===== src/rtl/ising_pkg.sv =====
// -----------------------------------------------------------------------------
// ising_pkg
// Shared constants and types for the analog Ising weight-load path.
//   ANALOG_DEPTH  default number of analog rows (one-hot write address width)
//   DATA_W        default row width in bits (DATASPIN*BITJ)
//   CFG_W         width of the timing/row-count fields held in wload_cfg_t
//   wload_state_e sequencer states
//   wload_cfg_t   configuration sampled when a load sequence is accepted
// -----------------------------------------------------------------------------
package ising_pkg;

  localparam int ANALOG_DEPTH = 256;
  localparam int DATA_W       = 256;
  localparam int CFG_W        = 32;

  typedef enum logic [2:0] {
    WL_IDLE,
    WL_READ,
    WL_WAIT,
    WL_HIGH,
    WL_LOW,
    WL_DONE
  } wload_state_e;

  typedef struct packed {
    logic [CFG_W-1:0] num_rows;  // already clamped to the analog depth
    logic [CFG_W-1:0] wen_high;  // already forced to at least 1
    logic [CFG_W-1:0] wen_low;   // 0 skips the LOW phase
  } wload_cfg_t;

endpackage


===== src/rtl/analog_wload_seq_if.sv =====
// -----------------------------------------------------------------------------
// analog_wload_seq_if
// Bundles the wmem read port and the analog macro weight-write port.
//   wmem_ren      read enable towards wmem
//   wmem_raddr    wmem row address
//   wmem_rdata    wmem row data, valid one cycle after wmem_ren
//   analog_wen    analog write enable
//   analog_waddr  one-hot analog row select
//   analog_wdata  analog write data
// Modports: master = the sequencer, slave = wmem + analog macro side.
// -----------------------------------------------------------------------------
interface analog_wload_seq_if #(
  parameter int ANALOG_DEPTH = ising_pkg::ANALOG_DEPTH,
  parameter int DATA_W       = ising_pkg::DATA_W
);

  localparam int ADDR_W = $clog2(ANALOG_DEPTH);

  logic                    wmem_ren;
  logic [ADDR_W-1:0]       wmem_raddr;
  logic [DATA_W-1:0]       wmem_rdata;
  logic                    analog_wen;
  logic [ANALOG_DEPTH-1:0] analog_waddr;
  logic [DATA_W-1:0]       analog_wdata;

  modport master (
    output wmem_ren, wmem_raddr, analog_wen, analog_waddr, analog_wdata,
    input  wmem_rdata
  );

  modport slave (
    input  wmem_ren, wmem_raddr, analog_wen, analog_waddr, analog_wdata,
    output wmem_rdata
  );

endinterface


===== src/rtl/analog_wload_seq_phase_cnt.sv =====
// -----------------------------------------------------------------------------
// wload_phase_cnt
// Loadable down-counter with a zero flag; times both the HIGH and LOW phases.
// The count saturates at zero, so any load value up to 2^CNT_W-1 is safe.
//   clk_i       clock
//   rst_ni      asynchronous active-low reset
//   load_i      load load_val_i (takes priority over dec_i)
//   load_val_i  value to load
//   dec_i       decrement when non-zero
//   zero_o      count is zero
// -----------------------------------------------------------------------------
module wload_phase_cnt #(
  parameter int CNT_W = 32
) (
  input  logic             clk_i,
  input  logic             rst_ni,
  input  logic             load_i,
  input  logic [CNT_W-1:0] load_val_i,
  input  logic             dec_i,
  output logic             zero_o
);

  logic [CNT_W-1:0] cnt_q;

  // NOTE: sequential state is always written with <= so every flop samples
  // the pre-edge values of its inputs, whatever the statement order.
  always_ff @(posedge clk_i or negedge rst_ni) begin
    if (!rst_ni) begin
      cnt_q <= '0;
    end else if (load_i) begin
      cnt_q <= load_val_i;
    end else if (dec_i && (cnt_q != '0)) begin
      cnt_q <= cnt_q - CNT_W'(1);
    end
  end

  assign zero_o = (cnt_q == '0);

endmodule


===== src/rtl/analog_wload_seq.sv =====
// -----------------------------------------------------------------------------
// analog_wload_seq
// Loads coupling weights row by row from wmem into the analog Ising macro.
// Per row: READ (ren) -> WAIT (capture data) -> HIGH (wen, H cycles)
// -> LOW (hold, L cycles, skipped when L=0). Row period is 2+H+L cycles.
//   clk_i, rst_ni   clock, asynchronous active-low reset
//   start_i         one-cycle start pulse, accepted only when idle
//   abort_i         synchronous abort, honoured only while busy
//   num_rows_i      rows to load (clamped to ANALOG_DEPTH), sampled at start
//   wen_high_i      write-enable high cycles (0 acts as 1), sampled at start
//   wen_low_i       post-write hold cycles (0 skips LOW), sampled at start
//   wl              wmem read port + analog write port (master modport)
//   busy_o          sequence in progress (READ/WAIT/HIGH/LOW)
//   done_o          one-cycle completion pulse
//   aborted_o       sticky: last sequence aborted; cleared by the next start
// -----------------------------------------------------------------------------
module analog_wload_seq #(
  parameter int ANALOG_DEPTH = ising_pkg::ANALOG_DEPTH,
  parameter int DATA_W       = ising_pkg::DATA_W,
  parameter int CNT_W        = ising_pkg::CFG_W,
  parameter int ADDR_W       = $clog2(ANALOG_DEPTH)
) (
  input  logic                 clk_i,
  input  logic                 rst_ni,
  input  logic                 start_i,
  input  logic                 abort_i,
  input  logic [ADDR_W:0]      num_rows_i,
  input  logic [CNT_W-1:0]     wen_high_i,
  input  logic [CNT_W-1:0]     wen_low_i,
  analog_wload_seq_if.master   wl,
  output logic                 busy_o,
  output logic                 done_o,
  output logic                 aborted_o
);

  import ising_pkg::*;

  localparam int              ROW_W   = ADDR_W + 1;
  localparam logic [ROW_W-1:0] ROW_ONE = ROW_W'(1);

  wload_state_e            state_q;
  wload_cfg_t              cfg_q;
  logic [ROW_W-1:0]        row_q;
  logic                    ren_q;
  logic [ADDR_W-1:0]       raddr_q;
  logic                    wen_q;
  logic [ANALOG_DEPTH-1:0] waddr_q;
  logic [DATA_W-1:0]       wdata_q;
  logic                    busy_q;
  logic                    done_q;
  logic                    aborted_q;

  // Start-time configuration after clamping / substitution.
  logic [ROW_W-1:0] num_rows_clamped;
  logic [CNT_W-1:0] wen_high_eff;

  assign num_rows_clamped = (num_rows_i > ROW_W'(ANALOG_DEPTH)) ? ROW_W'(ANALOG_DEPTH)
                                                                 : num_rows_i;
  assign wen_high_eff     = (wen_high_i == '0) ? CNT_W'(1) : wen_high_i;

  // Row bookkeeping; the row counter is one bit wider than the address so a
  // full-depth load compares against ANALOG_DEPTH without wrapping.
  logic [ROW_W-1:0] row_next;
  logic             row_last;
  assign row_next = row_q + ROW_ONE;
  assign row_last = (CFG_W'(row_next) == cfg_q.num_rows);

  // Phase counter control: loaded with (phase length - 1) on entry to HIGH
  // and LOW, so zero_o marks the final cycle of the current phase.
  logic             cnt_load;
  logic [CNT_W-1:0] cnt_val;
  logic             cnt_dec;
  logic             cnt_zero;

  // NOTE: every always_comb output gets a default first so no path through
  // the block leaves it unassigned, which would infer a latch.
  always_comb begin
    cnt_load = 1'b0;
    cnt_val  = '0;
    cnt_dec  = 1'b0;
    if (state_q == WL_WAIT) begin
      cnt_load = 1'b1;
      cnt_val  = cfg_q.wen_high[CNT_W-1:0] - CNT_W'(1);
    end else if ((state_q == WL_HIGH) && cnt_zero) begin
      // Harmless when L=0: the next WAIT reloads before the count is used.
      cnt_load = 1'b1;
      cnt_val  = cfg_q.wen_low[CNT_W-1:0] - CNT_W'(1);
    end else begin
      cnt_dec  = (state_q == WL_HIGH) || (state_q == WL_LOW);
    end
  end

  wload_phase_cnt #(.CNT_W(CNT_W)) u_phase_cnt (
    .clk_i      (clk_i),
    .rst_ni     (rst_ni),
    .load_i     (cnt_load),
    .load_val_i (cnt_val),
    .dec_i      (cnt_dec),
    .zero_o     (cnt_zero)
  );

  // Last cycle of a row: end of LOW, or end of HIGH when LOW is skipped.
  logic row_end;
  assign row_end = cnt_zero &&
                   (((state_q == WL_HIGH) && (cfg_q.wen_low == '0)) || (state_q == WL_LOW));

  always_ff @(posedge clk_i or negedge rst_ni) begin
    if (!rst_ni) begin
      // NOTE: the row data register is a plain flop bank, so it is reset
      // along with the control state to keep the write bus at zero.
      state_q   <= WL_IDLE;
      cfg_q     <= '0;
      row_q     <= '0;
      ren_q     <= 1'b0;
      raddr_q   <= '0;
      wen_q     <= 1'b0;
      waddr_q   <= '0;
      wdata_q   <= '0;
      busy_q    <= 1'b0;
      done_q    <= 1'b0;
      aborted_q <= 1'b0;
    end else if (busy_q && abort_i) begin
      state_q   <= WL_IDLE;
      ren_q     <= 1'b0;
      wen_q     <= 1'b0;
      waddr_q   <= '0;
      wdata_q   <= '0;
      busy_q    <= 1'b0;
      aborted_q <= 1'b1;
    end else begin
      done_q <= 1'b0;
      unique case (state_q)
        WL_IDLE: begin
          if (start_i) begin
            aborted_q      <= 1'b0;
            cfg_q.num_rows <= CFG_W'(num_rows_clamped);
            cfg_q.wen_high <= CFG_W'(wen_high_eff);
            cfg_q.wen_low  <= CFG_W'(wen_low_i);
            row_q          <= '0;
            if (num_rows_clamped == '0) begin
              state_q <= WL_DONE;
              done_q  <= 1'b1;
            end else begin
              state_q <= WL_READ;
              ren_q   <= 1'b1;
              raddr_q <= '0;
              busy_q  <= 1'b1;
            end
          end
        end
        WL_READ: begin
          ren_q   <= 1'b0;
          state_q <= WL_WAIT;
        end
        WL_WAIT: begin
          wdata_q <= wl.wmem_rdata;
          waddr_q <= ANALOG_DEPTH'(1) << row_q[ADDR_W-1:0];
          wen_q   <= 1'b1;
          state_q <= WL_HIGH;
        end
        WL_HIGH: begin
          if (cnt_zero) begin
            wen_q   <= 1'b0;
            state_q <= WL_LOW;
          end
        end
        WL_LOW: ;
        WL_DONE: state_q <= WL_IDLE;
        default: state_q <= WL_IDLE;
      endcase

      // Placed after the case so it overrides the HIGH->LOW move when LOW is
      // skipped; both paths share the same next-row decision.
      if (row_end) begin
        waddr_q <= '0;
        wdata_q <= '0;
        if (row_last) begin
          state_q <= WL_DONE;
          done_q  <= 1'b1;
          busy_q  <= 1'b0;
        end else begin
          row_q   <= row_next;
          state_q <= WL_READ;
          ren_q   <= 1'b1;
          raddr_q <= row_next[ADDR_W-1:0];
        end
      end
    end
  end

  assign wl.wmem_ren     = ren_q;
  assign wl.wmem_raddr   = raddr_q;
  assign wl.analog_wen   = wen_q;
  assign wl.analog_waddr = waddr_q;
  assign wl.analog_wdata = wdata_q;
  assign busy_o          = busy_q;
  assign done_o          = done_q;
  assign aborted_o       = aborted_q;

endmodule

===== src/flat_wrapper.sv =====
// flat-port wrapper written by rule: the top's interface ports become plain ports
module analog_wload_seq_flat import ising_pkg::*;
#(
  parameter int ANALOG_DEPTH = ising_pkg::ANALOG_DEPTH,
  parameter int DATA_W       = ising_pkg::DATA_W,
  parameter int CNT_W        = ising_pkg::CFG_W,
  parameter int ADDR_W       = $clog2(ANALOG_DEPTH)
)
  (clk_i, rst_ni, start_i, abort_i, num_rows_i, wen_high_i, wen_low_i, busy_o, done_o, aborted_o, wl_wmem_ren, wl_wmem_raddr, wl_analog_wen, wl_analog_waddr, wl_analog_wdata, wl_wmem_rdata);
  analog_wload_seq_if #(.ANALOG_DEPTH(ANALOG_DEPTH), .DATA_W(DATA_W)) wl_i ();
  input  logic clk_i;
  input  logic rst_ni;
  input  logic start_i;
  input  logic abort_i;
  input  logic [ADDR_W:0] num_rows_i;
  input  logic [CNT_W-1:0] wen_high_i;
  input  logic [CNT_W-1:0] wen_low_i;
  output logic busy_o;
  output logic done_o;
  output logic aborted_o;
  output wire logic [$bits(wl_i.wmem_ren)-1:0] wl_wmem_ren;
  output wire logic [$bits(wl_i.wmem_raddr)-1:0] wl_wmem_raddr;
  output wire logic [$bits(wl_i.analog_wen)-1:0] wl_analog_wen;
  output wire logic [$bits(wl_i.analog_waddr)-1:0] wl_analog_waddr;
  output wire logic [$bits(wl_i.analog_wdata)-1:0] wl_analog_wdata;
  input wire logic [$bits(wl_i.wmem_rdata)-1:0] wl_wmem_rdata;
  assign wl_wmem_ren = wl_i.wmem_ren;
  assign wl_wmem_raddr = wl_i.wmem_raddr;
  assign wl_analog_wen = wl_i.analog_wen;
  assign wl_analog_waddr = wl_i.analog_waddr;
  assign wl_analog_wdata = wl_i.analog_wdata;
  assign wl_i.wmem_rdata = wl_wmem_rdata;
  analog_wload_seq #(.ANALOG_DEPTH(ANALOG_DEPTH), .DATA_W(DATA_W), .CNT_W(CNT_W), .ADDR_W(ADDR_W)) u_core (.clk_i(clk_i), .rst_ni(rst_ni), .start_i(start_i), .abort_i(abort_i), .num_rows_i(num_rows_i), .wen_high_i(wen_high_i), .wen_low_i(wen_low_i), .wl(wl_i), .busy_o(busy_o), .done_o(done_o), .aborted_o(aborted_o));
endmodule

===== config.mk =====
export PLATFORM = sky130hd
export DESIGN_NAME = analog_wload_seq_flat
export DESIGN_NICKNAME = d
export VERILOG_FILES = /design/src/rtl/ising_pkg.sv /design/src/rtl/analog_wload_seq_if.sv /design/src/rtl/analog_wload_seq_phase_cnt.sv /design/src/rtl/analog_wload_seq.sv /design/src/flat_wrapper.sv
export SDC_FILE = /design/constraint.sdc
export NUM_CORES = 1
export LEC_CHECK = 0
export ABC_AREA = 0
export CORE_AREA = 2 2 333 335
export DETAILED_ROUTE_END_ITERATION = 7
export DIE_AREA = 0 0 335 337
export SYNTH_ARGS = -nofsm -noshare
export SYNTH_HDL_FRONTEND = slang
export SYNTH_SLANG_ARGS = --single-unit

===== constraint.sdc =====
create_clock -name clk_i -period 5.4 [get_ports clk_i]
set_clock_uncertainty 0.1 [all_clocks]
set_input_delay 1.08 -clock clk_i [delete_from_list [all_inputs] [get_ports clk_i]]
set_output_delay 1.08 -clock clk_i [all_outputs]
set_load 0.005 [all_outputs]

==> reports/metrics.yaml <==
outcome:
  outcome: "completed"
cts:
  ctsResizeCount: 0
  cts_hold_buf: 0
  cts_tree: "yes"
  cts_buffer_depth: 3
  ctsRootBufferMaster: "clkbuf_16"
  clock_latency_ps: 640
  postCtsSetupRepairBufs: 0
  clkTransAtPathRegs_ps: 60
  cts.sinks: 642
  numCtsBuffers: 78
  cts_max_level: 3
floorplanning:
  num_rows: 122
  fp.dieArea_sq_um: 113000
  die_w_um: 335
  floorplan.initialDensity: 0.249
  die_y_um: 337
  io_pins: 858
  core-area_sq_um: 110000
worst_setup_path:
  worstSetupStartpointType: "flip-flop"
  path_cells: "or4_1 -> nor4_1 -> a31oi_1 -> or2_0 -> nand2_4 -> buf_12 -> buf_4 -> nor2_1"
  slowest_delay_ps: 600
  critPathMaxFanout: 65
  required_ps: 5790
  crit_type: "flip-flop to flip-flop"
  crit_family: "simple AND/OR/NAND/NOR gates"
  cp_slowest_cell: "nand2_4"
  end_kind: "flip-flop"
  path_buf_inv: 2
  worstPathArrival_ps: 4370
timing:
  fin_setup_tns_ps: 0
  setup_viol: 0
  holdWs_ps: 384
  period_share: 0.737
  slew_viol_final: 0
  fin_crit_ps: 3980
  fmax_ghz: 0.251
  slew_headroom: 0.195
  worstMarginPinSlew_ps: 1200
  hold_violations: 0
  rsz0062_at_grt: "false"
layout:
  final_net_count: 3868
  final_cell_area_sq_um: 40100
  drive_above_1_share: 0.0742
  nFillCells: 11059
  instances_no_fill: 5020
  area_delta_synth_final_pct: 46.8
routing:
  drt_iter0_markers: 1761
  wl_per_cell_um: 22.2
  dr_wl_met3_mm: 11.4
  routed-wl-met2_mm: 50.3
  vias: 24311
  drc: 0
  routed_wl_mm: 111
  ant_nets: 0
  vias_per_cell: 4.84
  drt-met1-wl_mm: 45.8
  top_layer: "met5"
  drtPass1Iterations: 5
yosys:
  yosysMostFrequentCell: "dfrtp_1"
  synthTopCellsByArea: "dfrtp_1 (59%), nand2_1 (8.0%), a21oi_1 (5.5%)"
  synth_fp_nets: 3078
  async_flop_share: 1.00
  synth.distinct_cells: 64
  synth_top_area_frac: 0.589
  yosys_warnings: 0
  synth_edf_count: 0
  synthTopCellsByCount: "dfrtp_1 (642), nand2_1 (584), a21oi_1 (301)"
  ys.flop_type: "dfrtp_1"
  syn_area_sq_um: 27300
  synth_seq_cells: 642
  synth_area_leader_cell: "dfrtp_1"
  synth_cells: 2735
  yosysSeqAreaShare: 0.589
  avgSynthCellArea_sq_um: 9.98
placed_design:
  dpl_cell_area_sq_um: 37500
  dp_hpwl_mm: 79.6
  place_congestion: 0.840
  port_buffers: 857
  dp.cells: 4871
global_routing:
  grt_max_degree: 140
  first_global_vias: 23471
  grt_pass1_wl_mm: 160
  grt.total_usage: 0.188
  antenna_found_initial: 15
  grt_overflow: 0
pwr:
  pwr_density_cell_nw_per_um2: 262
  power_mw: 10.5
  ir_drop_uv: 218
  p_leak_nw: 17.1
hold_path:
  hold_class: "flip-flop to flip-flop"
job:
  maxCapViolations: 0
placed cells by master, fill, tap and decap left out, types with 36 or more instances in the layout:
cell,synthesis,layout
o21ai_0,63,63
a21oi_1,301,299
clkdlybuf4s50_1,0,856
a22oi_1,165,165
nand2_1,584,582
nor3_1,41,39
nor4_1,39,38
dfrtp_1,642,642
mux2_2,65,65
clkbuf_16,0,79
a22o_1,90,90
buf_4,0,36
nor2_1,248,245
kinds of logic after synthesis:
logic type / after synthesis / share of synthesized area
compound gates: 702 / 0.165
xor+xnor: 64 / 0.0216
fa+ha+maj: 10 / 0.00458
buf+inv: 218 / 0.0319
flops: 642 / 0.589
mux: 66 / 0.0272
simple gates: 1033 / 0.161
final timing paths:
kind	cells past startpoint	start	end	slack [ps]
max in group asynchronous	2	rst_ni	u_core.wl.analog_wdata[74]	3630
worst min register to register	1	u_core.wl.wmem_raddr[2]	u_core.wl.wmem_raddr[2]	380
worst min-delay path	1	u_core.wl.wmem_raddr[2]	u_core.wl.wmem_raddr[2]	380
min in group asynchronous	1	rst_ni	u_core.wl.analog_waddr[178]	450
worst max register to register	8	u_core.cfg_q[26]	u_core.wl.analog_waddr[83]	1420
worst max-delay path	8	u_core.cfg_q[26]	u_core.wl.analog_waddr[83]	1420
power by group:
group / leakage [nW] / internal [mW] / switching, mW / total, mW
sequential: 8.74 / 4.81 / 0 / 4.81
combinational: 7.08 / 0.225 / 0.148 / 0.373
clock: 1.26 / 3.11 / 2.21 / 5.32
total: 17.1 / 8.15 / 2.36 / 10.5
stage by stage:
stage | setup WS (ps) | util
2_1_floorplan | 2390 | -
3_3_place_gp | 1500 | 0.342
3_5_place_dp | 1460 | 0.342
4_1_cts | 1420 | 0.365
5_1_grt | 1160 | 0.366
6_report | 1420 | 0.366
registers in the layout, summed over array words and instances (netlist names):
register	flops
u_core.aborted_o	1
u_core.busy_o	1
u_core.cfg_q	73
u_core.done_o	1
u_core.row_q	9
u_core.state_q	3
u_core.u_phase_cnt.cnt_q	32
u_core.wl.analog_waddr	256
u_core.wl.analog_wdata	256
u_core.wl.analog_wen	1
u_core.wl.wmem_raddr	8
u_core.wl.wmem_ren	1
layout make-up:
class / instances / area [sq um] / share of cell area
well taps: 1426 / 1780 / 0.0445
clock inverters: 36 / 395 / 0.00987
clock buffers: 106 / 2190 / 0.0546
flip-flops and latches: 642 / 16100 / 0.401
diodes: 7 / 17.5 / 0.000437
repair buffers: 905 / 9090 / 0.227
multi-input cells: 1875 / 10400 / 0.260
inverters: 23 / 86.3 / 0.00215
per-layer routing:
| metal | GRT usage | vias up |
|---|---|---|
| li1 | - | 11126 |
| met1 | 0.241 | 11969 |
| met2 | 0.285 | 1011 |
| met3 | 0.0760 | 191 |
| met4 | 0.0672 | 14 |
| met5 | 0 | - |
No activity file was read; power rests on OpenSTA's default activity.
